### src/rtl/alu_acc_pkg.sv
// Shared definitions for the accumulator/sequencer around the 8-bit add/sub unit:
// command opcodes, sequencer state encoding and the datapath width.
package alu_acc_pkg;

    localparam int ALU_DATA_W = 8;

    typedef enum logic [1:0] {
        OP_LOAD = 2'b00,
        OP_ADD  = 2'b01,
        OP_SUB  = 2'b10,
        OP_CLR  = 2'b11
    } op_e;

    typedef enum logic [1:0] {
        ST_IDLE = 2'b00,
        ST_EXEC = 2'b01,
        ST_DONE = 2'b10
    } state_e;

    // ADD and SUB go through the external add/sub unit; LOAD and CLR do not.
    function automatic logic is_arith(input logic [1:0] op);
        return (op == OP_ADD) || (op == OP_SUB);
    endfunction

endpackage

### src/rtl/alu_flag_gen.sv
// Result correction and flag generation for the accumulator stage.
// The add/sub unit computes A + (B ^ {8{sel}}) with carry-in 0, so a subtract
// arrives one short of A - B; this block adds the missing +1 and folds the
// carry out of that increment into the no-borrow flag.
// Optional macro ALU_OVF_FLAG_EN adds the signed overflow output v.
module alu_flag_gen
    import alu_acc_pkg::*;
(
    input  logic [1:0] op,
    input  logic [7:0] a,
    input  logic [7:0] b,
    input  logic [7:0] raw_res,
    input  logic       raw_cb,
    output logic [7:0] res,
    output logic       z,
    output logic       c,
`ifdef ALU_OVF_FLAG_EN
    output logic       v,
`endif
    output logic       n
);

    // Select the corrected result and carry for the current opcode.
    always_comb begin
        // NOTE: every output of this block gets a default first so no latch is inferred.
        res = raw_res;
        c   = raw_cb;
        case (op)
            OP_LOAD: begin
                res = b;
                c   = 1'b0;
            end
            OP_CLR: begin
                res = 8'h00;
                c   = 1'b0;
            end
            OP_SUB: begin
                res = raw_res + 8'h01;
                c   = raw_cb | (raw_res == 8'hFF);
            end
            default: begin
                res = raw_res;
                c   = raw_cb;
            end
        endcase
    end

    assign z = (res == 8'h00);
    assign n = res[7];

`ifdef ALU_OVF_FLAG_EN
    // Signed overflow: operands agree (ADD) or differ (SUB) in sign and the result flips it.
    always_comb begin
        v = 1'b0;
        case (op)
            OP_ADD:  v = (a[7] == b[7]) && (res[7] != a[7]);
            OP_SUB:  v = (a[7] != b[7]) && (res[7] != a[7]);
            default: v = 1'b0;
        endcase
    end
`else
    // Operand A only feeds the overflow logic.
    logic unused_a;
    assign unused_a = ^a;
`endif

endmodule

### src/rtl/alu_acc_ctrl.sv
// Accumulator and sequencing stage around the 8-bit combinational add/sub unit.
// Accepts one command per handshake, drives the unit's operands (A = accumulator),
// captures the corrected result into the accumulator and flags, and holds the
// result on a valid/ready interface until the write path takes it.
// Optional macro ALU_OVF_FLAG_EN adds the flag_v signed-overflow output.
module alu_acc_ctrl
    import alu_acc_pkg::*;
#(
    parameter int         DATA_W  = ALU_DATA_W,
    parameter logic [7:0] ACC_RST = 8'h00
) (
    input  logic              clk,
    input  logic              rst_n,
    input  logic              cmd_valid,
    output logic              cmd_ready,
    input  logic [1:0]        cmd_op,
    input  logic [DATA_W-1:0] cmd_data,
    output logic [DATA_W-1:0] as_a_o,
    output logic [DATA_W-1:0] as_b_o,
    output logic              as_sel_o,
    input  logic [DATA_W-1:0] as_res_i,
    input  logic              as_cb_i,
    output logic              res_valid,
    input  logic              res_ready,
    output logic [DATA_W-1:0] res_data,
    output logic              flag_z,
    output logic              flag_c,
`ifdef ALU_OVF_FLAG_EN
    output logic              flag_v,
`endif
    output logic              flag_n
);

    state_e            state;
    op_e               op_q;
    logic [DATA_W-1:0] acc;
    logic [DATA_W-1:0] op_data;

    logic [1:0]        fg_op;
    logic [DATA_W-1:0] fg_b;
    logic [DATA_W-1:0] fg_res;
    logic              fg_z;
    logic              fg_c;
    logic              fg_n;
`ifdef ALU_OVF_FLAG_EN
    logic              fg_v;
`endif

    // Operand registers feed the add/sub unit directly.
    assign as_a_o = acc;
    assign as_b_o = op_data;

    // LOAD/CLR resolve at the accept edge from the live command; ADD/SUB resolve
    // in EXEC from the latched command and the unit's result.
    assign fg_op = (state == ST_IDLE) ? cmd_op   : op_q;
    assign fg_b  = (state == ST_IDLE) ? cmd_data : op_data;

    alu_flag_gen u_flag_gen (
        .op      (fg_op),
        .a       (acc),
        .b       (fg_b),
        .raw_res (as_res_i),
        .raw_cb  (as_cb_i),
        .res     (fg_res),
        .z       (fg_z),
        .c       (fg_c),
`ifdef ALU_OVF_FLAG_EN
        .v       (fg_v),
`endif
        .n       (fg_n)
    );

    // Sequencer: command accept, execute, and result hold with registered handshakes.
    always_ff @(posedge clk or negedge rst_n) begin
        if (!rst_n) begin
            // NOTE: sequential state uses non-blocking assignments so every register samples pre-edge values.
            state     <= ST_IDLE;
            op_q      <= OP_LOAD;
            acc       <= ACC_RST;
            op_data   <= '0;
            as_sel_o  <= 1'b0;
            cmd_ready <= 1'b1;
            res_valid <= 1'b0;
            res_data  <= ACC_RST;
            flag_z    <= 1'b0;
            flag_c    <= 1'b0;
            flag_n    <= 1'b0;
`ifdef ALU_OVF_FLAG_EN
            flag_v    <= 1'b0;
`endif
        end else begin
            case (state)
                ST_IDLE: begin
                    if (cmd_valid) begin
                        op_q      <= op_e'(cmd_op);
                        op_data   <= cmd_data;
                        as_sel_o  <= (cmd_op == OP_SUB);
                        cmd_ready <= 1'b0;
                        if (is_arith(cmd_op)) begin
                            state <= ST_EXEC;
                        end else begin
                            acc       <= fg_res;
                            res_data  <= fg_res;
                            flag_z    <= fg_z;
                            flag_c    <= fg_c;
                            flag_n    <= fg_n;
`ifdef ALU_OVF_FLAG_EN
                            flag_v    <= fg_v;
`endif
                            res_valid <= 1'b1;
                            state     <= ST_DONE;
                        end
                    end
                end
                ST_EXEC: begin
                    acc       <= fg_res;
                    res_data  <= fg_res;
                    flag_z    <= fg_z;
                    flag_c    <= fg_c;
                    flag_n    <= fg_n;
`ifdef ALU_OVF_FLAG_EN
                    flag_v    <= fg_v;
`endif
                    res_valid <= 1'b1;
                    state     <= ST_DONE;
                end
                ST_DONE: begin
                    if (res_ready) begin
                        res_valid <= 1'b0;
                        cmd_ready <= 1'b1;
                        state     <= ST_IDLE;
                    end
                end
                default: begin
                    res_valid <= 1'b0;
                    cmd_ready <= 1'b1;
                    state     <= ST_IDLE;
                end
            endcase
        end
    end

endmodule
### config.mk
export PLATFORM = sky130hd
export DESIGN_NAME = alu_acc_ctrl
export DESIGN_NICKNAME = d
export VERILOG_FILES = /design/src/rtl/alu_acc_pkg.sv /design/src/rtl/alu_flag_gen.sv /design/src/rtl/alu_acc_ctrl.sv
export SDC_FILE = /design/constraint.sdc
export NUM_CORES = 1
export LEC_CHECK = 0
export BUFFER_PORTS_ARGS = -buffer_cell sky130_fd_sc_hd__buf_2
export CELL_PAD_IN_SITES_DETAIL_PLACEMENT = 2
export CELL_PAD_IN_SITES_GLOBAL_PLACEMENT = 2
export CORE_ASPECT_RATIO = 0.6
export CORE_MARGIN = 8
export CORE_UTILIZATION = 30
export CTS_CLUSTER_SIZE = 16
export DETAILED_ROUTE_END_ITERATION = 8
export PLACE_DENSITY_LB_ADDON = 0.1
export SYNTH_ARGS = -nofsm -noshare
export SYNTH_HDL_FRONTEND = slang
export SYNTH_HIERARCHICAL = 1
export SYNTH_SLANG_ARGS = --single-unit
### constraint.sdc
create_clock -name clk -period 3.1 [get_ports clk]
set_input_delay 0.62 -clock clk [delete_from_list [all_inputs] [get_ports clk]]
set_output_delay 0.62 -clock clk [all_outputs]
set_load 0.1 [all_outputs]
==> impl_metrics.yaml, run 1 <==
clock_network:
  root_buffer: "clkbuf_8"
  cts_setup_buffers: 0
  clk_path_buf_depth: 2
  cts_hold_buf: 0
  htreeDepth: 1
  cts_resized: 0
  numClockSinks: 26
  clkSlewWorstSetupHoldPaths_ns: 0.09
  numCtsBuffers: 3
  cts_tree: "yes"
  clk_latency_ns: 0.27
yosys:
  synth_top_area_share_pct: 41.3
  avgSynthCellArea_um2: 11.6
  synth-edff-count: 0
  seq_area_frac_synth_pct: 43.0
  netlist_instances: 131
  yosysMostFrequentCell: "mux2_2"
  synth-xor-area-share_pct: 2.89
  synth_top_family_by_area: "multiplexers"
  synth_mux_area_share_pct: 27.1
  ys_warn_count: 6
  synth_compound_area_share_pct: 7.67
  async_flop_share_pct: 100
  synthTopCellsByCount: "mux2_2, dfrtp_1, buf_4"
  synthTopCellsByArea: "dfrtp_1, mux2_2, buf_4, mux2i_1, buf_6"
  synthFlopType: "dfrtp_1"
  synth_cell_type_count: 32
  synthAdderAreaFrac_pct: 1.65
  synthSimpleGateAreaFrac_pct: 9.57
  synth-seq-cells: 26
  yosys.area.top_type: "dfrtp_1"
  syn_nets: 156
  syn-cell-area_mm2: 0.00152
cells_and_area:
  drive_gt1_share_pct: 54.9
  antenna_cells: 0
  area_growth_pct: 19.6
  fin_nets: 201
  nFillCells: 545
  seqCellArea_um2: 652
  multi_input_area_um2: 741
route:
  drc: 0
  drt-pass1-iter-count: 4
  finalWirelength_um: 4160
  detail-route-antenna-nets: 0
  vias: 1153
  drt-initial-drc-count: 32
  wire_per_inst_um: 17.3
  vias_per_cell: 4.78
worst_setup_path:
  cp_max_fo: 10
  path_class: "flop to flop"
  cpPeakStageDelay_ns: 0.56
  crit_chain: "nor2_2 -> mux2_2 -> nor2b_1 -> a22o_1 -> or4_1 -> nor4_2 -> mux2_2"
  path_buf_inv: 0
  critPathMostFrequentCell: "mux2_2"
  r2r_cells: 7
  path_delay_family: "simple AND/OR/NAND/NOR gates"
  start_kind: "flop"
  arrival_ns: 2.83
  cp.depth: 7
  cp.required_ns: 3.32
  crit_path_top_delay_cell: "or4_1"
  end_kind: "flop"
placement:
  dp_hpwl_um: 3370
  place.gp.congestion: 0.756
  portBuffers: 52
timing:
  setup_viol: 0
  worst_clock_skew_ns: 0.00817
  hold_violations: 0
  post-route-period-util_pct: 84.1
  tns_ns: 0
  max_freq_mhz: 383
  relSlewSlack_pct: 36.8
  period_minus_slack_ns: 2.61
  slew_violations: 0
  worst_slew_pin_slew_ns: 0.943
  rsz0062_at_grt: "false"
outcome:
  outcome: "finished, final reports clean"
floorplan:
  core-area_mm2: 0.00495
  start_util_pct: 30.6
  dieArea_mm2: 0.00766
  fp.dieH_um: 71.1
  die_w_um: 108
  rows: 20
  ios: 53
worst_hold_path:
  hp-class: "input pin to async pin"
global_routing:
  grt_pass1_vias: 1338
  antenna_found_initial: 0
  grt_max_degree: 27
  grt_pass1_wl_um: 6870
  grt_usage_pct: 11.3
  grt.overflow.total: 0
job:
  cap_violations: 0
-- layer usage --
metal | vias to the layer above | wire, um | global-route usage, %
met5 | - | 0 | 0
met4 | 0 | 38 | 2.75
met3 | 2 | 183 | 3.26
met2 | 26 | 2040 | 18.6
met1 | 577 | 1900 | 14.0
li1 | 548 | - | -
-- cell families after synthesis --
group,Yosys count
and+or+nand+nor,26
adders and majority gates,2
buffers and inverters,17
muxes,37
AOI/OAI and AO/OA,18
DFF,26
xor gates and xnor gates,5
-- stage by stage --
stage / hold WS, ns / utilization (%) / worst slack, ns / cells / instance area, um^2
global route: 0.388 / 36.6 / 0.355 / 241 / 1810
floorplan: 0.324 / - / 0.567 / 131 / 1520
CTS: 0.366 / 36.6 / 0.488 / 241 / 1810
global placement: 0.467 / 35.5 / 0.631 / 237 / 1760
detailed placement: 0.465 / 35.5 / 0.513 / 237 / 1760
finish: 0.349 / 36.6 / 0.492 / 241 / 1810
-- worst paths after layout --
| check | from | endpoint | slack [ns] |
|---|---|---|---|
| max | state[1] | flag_z | 0.49 |
| max in group asynchronous | rst_n | as_a_o[1] | 2.34 |
| max reg2reg | state[1] | flag_z | 0.49 |
| min reg2reg | res_valid | res_valid | 0.48 |
| min | rst_n | as_b_o[5] | 0.35 |
| min in group clk | res_valid | res_valid | 0.48 |
-- registers in the layout, summed over array words and instances, names as in the netlist --
register and flops:
as_a_o 8, res_valid 1, flag_z 1, as_sel_o 1
flag_c 1, flag_n 1, cmd_ready 1, op_q 2
state 2, as_b_o 8
-- worst register-to-register path, stage by stage (launching register included) --
cell     delay (ns)
dfrtp_1        0.45
nor2_2         0.25
mux2_2         0.48
nor2b_1        0.22
a22o_1         0.26
or4_1          0.56
nor4_2         0.15
mux2_2         0.18
-- layout by cell type, fill, tap and decap left out, types with 2 or more instances in the layout --
cell / count
xor2_1: 3
ha_1: 2
clkbuf_8: 4
nand2_1: 3
nor2_1: 8
mux2_2: 32
buf_2: 52
o21ai_0: 6
dfrtp_1: 25
a22oi_1: 2
inv_1: 4
nor2_2: 2
nand4_1: 2
xnor2_1: 2
o22ai_1: 4
mux2i_1: 5
nand3_1: 2
nor2b_1: 2
-- final cells by class --
class / count / area share [%]
well taps: 66 / 4.55
clock buffers: 4 / 3.04
repair buffers: 53 / 14.8
inverters: 4 / 0.828
multi-input cells: 88 / 40.9
flip-flops and latches: 26 / 36.0
Power of run 1 is left out: the tool's default activity adds up to more than one toggle a clock period on the data nets, which glitch-free logic cannot reach.
==> inputs of run 2 (changes only) <==
Settings changed: CORE_UTILIZATION 30 to 28.
Clock period 3.1 ns to 2.2 ns, I/O delays scaled along.
==> run 2 against run 1 <==
  * Hold slack got worse by 0.19 ns
  * The run now ends with setup timing left
  * Cell area is 7.4% higher
  * Critical path depth unchanged
  * Global-route usage grew 0.69 points
  * Clock-buffer cell count is the same
  * Register-to-register slack worse by 0.67 ns
  * Non-clock buffer count up 16
  * Worst setup slack got worse by 0.67 ns
==> impl_metrics.yaml, run 2 (synthesis results as in run 1) <==
floorplan:
  fp.dieH_um: 73.0
  ios: 53
  start_util_pct: 29.6
  core-area_mm2: 0.00513
  dieArea_mm2: 0.00810
  die_w_um: 111
  rows: 20
worst_setup_path:
  path_delay_family: "simple AND/OR/NAND/NOR gates"
  path_buf_inv: 0
  cp_max_fo: 6
  r2r-end: "flag_z"
  cp.required_ns: 2.42
  rrSetupSlack_ns: -0.18
  arrival_ns: 2.60
  endpoint: "flag_z"
  path_class: "flop to flop"
  end_kind: "flop"
  start_kind: "flop"
  crit_path_top_delay_cell: "dfrtp_2"
  r2r-start: "state[0]"
  cp.depth: 7
  crit_start: "state[0]"
  cpPeakStageDelay_ns: 0.43
  r2r_cells: 7
  crit_chain: "nor2_4 -> mux2_4 -> o31a_1 -> or2_0 -> or4_1 -> nor4_2 -> mux2_2"
outcome:
  outcome: "complete, but fails checks"
  violations: "setup timing"
route:
  wire_per_inst_um: 18.2
  drt-initial-drc-count: 36
  vias_per_cell: 4.86
  drt-pass1-iter-count: 4
  drc: 0
  detail-route-antenna-nets: 0
  finalWirelength_um: 4680
  vias: 1248
clock_network:
  root_buffer: "clkbuf_8"
  numCtsBuffers: 3
  cts_setup_buffers: 0
  htreeDepth: 1
  clk_path_buf_depth: 2
  clkSlewWorstSetupHoldPaths_ns: 0.09
  cts_tree: "yes"
  clk_latency_ns: 0.28
  numClockSinks: 26
timing:
  post-route-period-util_pct: 108
  hold_ws_ns: 0.163
  rsz0062_at_grt: "true"
  relSlewSlack_pct: 58.4
  max_freq_mhz: 421
  setup_viol: 1
  finalWorstSetupSlack_ns: -0.177
  slew_violations: 0
  worst_clock_skew_ns: 0.00400
  worst_slew_pin_slew_ns: 0.624
  hold_violations: 0
  period_minus_slack_ns: 2.38
cells_and_area:
  area_growth_pct: 28.4
  fin_nets: 217
  antenna_cells: 0
  drive_gt1_share_pct: 59.2
  final_common_cell: "buf_2"
  mostFrequentLayoutCells: "buf_2, mux2_2, dfrtp_1, buf_4, nor2_1"
placement:
  portBuffers: 52
  dp_hpwl_um: 3890
  place.gp.congestion: 0.804
global_routing:
  antenna_found_initial: 0
  grt_max_degree: 27
  grt_usage_pct: 11.9
  grt_pass1_vias: 1421
  grt_pass1_wl_um: 7790
  grt.overflow.total: 0
worst_hold_path:
  hp-class: "input pin to async pin"
job:
  cap_violations: 0
==> run 2: changes by cell type in the layout (fill, tap and decap cells not counted), sizes merged <==
cell  change
buf      +16
==> run 2: layout make-up <==
cell class              count  area [um^2]
fillers                   561         3180
multi-input cells          88          753
clock buffers               4         55.1
flip-flops and latches     26          653
well taps                  66         82.6
inverters                   4         15.0
repair buffers             69          388
==> run 2: through the flow <==
step                utilization, %  worst slack [ns]  TNS [ns]  cell area, um^2  instances
finish                        38.0            -0.177    -0.177             1950        257
global route                  38.0            -0.265    -0.464             1950        257
CTS                           38.0            -0.201    -0.201             1950        257
detailed placement            36.9            -0.180    -0.201             1890        253
global placement              36.9           -0.0662   -0.0662             1890        253
floorplan                        -            -0.203    -0.203             1530        131
==> run 2: metal layers <==
metal | share of wire (%) | wire length [um] | track usage, % | vias up
met2 | 46 | 2180 | 19.8 | 32
met4 | 1.0 | 48 | 3.13 | 0
met1 | 47 | 2200 | 14.7 | 632
li1 | - | - | - | 579
met5 | 0 | 0 | 0 | -
met3 | 5.4 | 255 | 3.69 | 5
==> run 2: repair_timing <==
item	in CTS	in global routing
hold buffers	0	0
resized for setup	1	0
hold endpoints to repair	0	0
setup endpoints to repair	3	3
==> run 2: how the worst min path moves through the flow <==
stage                    from  slack [ns]        end
floorplan               rst_n        0.14  as_a_o[0]
global placement    res_valid        0.46  res_valid
detailed placement  res_valid        0.48  res_valid
CTS                     rst_n        0.19  as_b_o[6]
global route            rst_n        0.21     flag_z
finish                  rst_n        0.16  as_b_o[6]
Power of run 2 is left out for the same reason.
==> inputs of run 3 (changes only) <==
Settings changed: PLACE_DENSITY from default to 0.8, PLACE_DENSITY_LB_ADDON 0.1 to default, SKIP_CTS_REPAIR_TIMING from default to 1.
==> run 3 against run 2 <==
  * The flow still finishes with violations (setup timing)
  * Wire length fell by 1.0%
  * Maximum frequency grew 2.0%
  * Critical path depth unchanged
  * Clock-buffer cell count unchanged
  * Via count down 1.3%
  * Worst setup slack improved by 0.046 ns
  * Global-route usage is 0.34 points lower
  * Non-clock buffer count grew 1
  * Largest cell class unchanged
==> impl_metrics.yaml, run 3 (synthesis results as in run 1) <==
cells_and_area:
  final_common_cell: "buf_2"
  area_growth_pct: 30.8
  antenna_cells: 0
  mostFrequentLayoutCells: "buf_2, mux2_2, dfrtp_1, buf_4, nor2_1"
  seqCellArea_um2: 653
  final_area_mm2: 0.00198
  nFillCells: 568
  drive_gt1_share_pct: 60.9
  multi_input_area_um2: 766
  fin_nets: 218
global_routing:
  grt_max_degree: 27
  grt_usage_pct: 11.6
  antenna_found_initial: 0
  grt_pass1_wl_um: 7620
  grt_pass1_vias: 1437
  grt.overflow.total: 0
worst_setup_path:
  cp.required_ns: 2.42
  cpPeakStageDelay_ns: 0.42
  crit_chain: "nor2_4 -> mux2_4 -> o31a_1 -> or2_0 -> or4_4 -> nor4_2 -> mux2_2"
  start_kind: "flop"
  path_buf_inv: 0
  path_class: "flop to flop"
  arrival_ns: 2.55
  path_delay_family: "simple AND/OR/NAND/NOR gates"
  crit_path_top_delay_cell: "dfrtp_1"
  cp_max_fo: 6
  end_kind: "flop"
placement:
  dp_hpwl_um: 3820
  place.gp.congestion: 0.783
  portBuffers: 52
  placed_area_mm2: 0.00190
worst_hold_path:
  hp-class: "input pin to async pin"
route:
  wire_per_inst_um: 18.0
  finalWirelength_um: 4630
  vias: 1232
  vias_per_cell: 4.78
  drt-initial-drc-count: 25
  drt-pass1-iter-count: 2
  drc: 0
  detail-route-antenna-nets: 0
floorplan:
  ios: 53
  dieArea_mm2: 0.00810
  fp.dieH_um: 73.0
  core-area_mm2: 0.00513
  rows: 20
  start_util_pct: 29.6
  die_w_um: 111
clock_network:
  htreeDepth: 1
  numCtsBuffers: 3
  numClockSinks: 26
  clk_latency_ns: 0.27
  clkSlewWorstSetupHoldPaths_ns: 0.09
  root_buffer: "clkbuf_8"
  clk_path_buf_depth: 2
  cts_tree: "yes"
timing:
  hold_violations: 0
  finalWorstSetupSlack_ns: -0.131
  post-route-period-util_pct: 106
  relSlewSlack_pct: 58.6
  period_minus_slack_ns: 2.33
  slew_violations: 0
  tns_ns: -0.131
  worst_clock_skew_ns: 0.00352
  setup_viol: 1
  max_freq_mhz: 429
  rsz0062_at_grt: "true"
  worst_slew_pin_slew_ns: 0.620
outcome:
  violations: "setup timing"
  outcome: "complete, but fails checks"
job:
  cap_violations: 0
[run 3: cell count changes in the layout (fill, tap and decap cells not counted), sizes merged]
cell  change
buf       +1
[run 3: final cells by class]
type | instances | area share [%]
multi-input cells | 88 | 38.6
flip-flops and latches | 26 | 32.9
repair buffers | 70 | 20.8
well taps | 66 | 4.16
clock buffers | 4 | 2.78
inverters | 4 | 0.757
[run 3: final timing paths]
path	cells past startpoint	start	endpoint	slack [ns]
worst max-delay path	7	state[1]	flag_z	-0.13
worst min-delay path	1	rst_n	as_b_o[6]	0.17
worst max register to register	7	state[1]	flag_z	-0.13
worst min register to register	1	res_valid	res_valid	0.50
max in group asynchronous	1	rst_n	state[0]	1.58
min in group clk	2	cmd_data[3]	as_b_o[3]	0.41
[run 3: per-layer routing]
metal  up-vias  share of wire [%]  global-route usage, %  wire length [um]
li1        584                  -                      -                 -
met1       616                 46                   13.6              2140
met2        30                 47                   20.3              2160
met3         2                7.2                   5.01               335
met4         0               0.13                  0.446                 6
met5         -                  0                      0                 0
[run 3: per-stage QoR]
step | hold slack, ns | cells | util, % | worst slack [ns]
4_1_cts | 0.191 | 256 | 38.0 | -0.174
2_1_floorplan | 0.144 | 131 | - | -0.203
6_report | 0.167 | 258 | 38.7 | -0.131
3_3_place_gp | 0.481 | 252 | 37.0 | -0.0949
3_5_place_dp | 0.484 | 252 | 37.0 | -0.152
5_1_grt | 0.211 | 258 | 38.7 | -0.300
Power of run 3 is left out for the same reason.
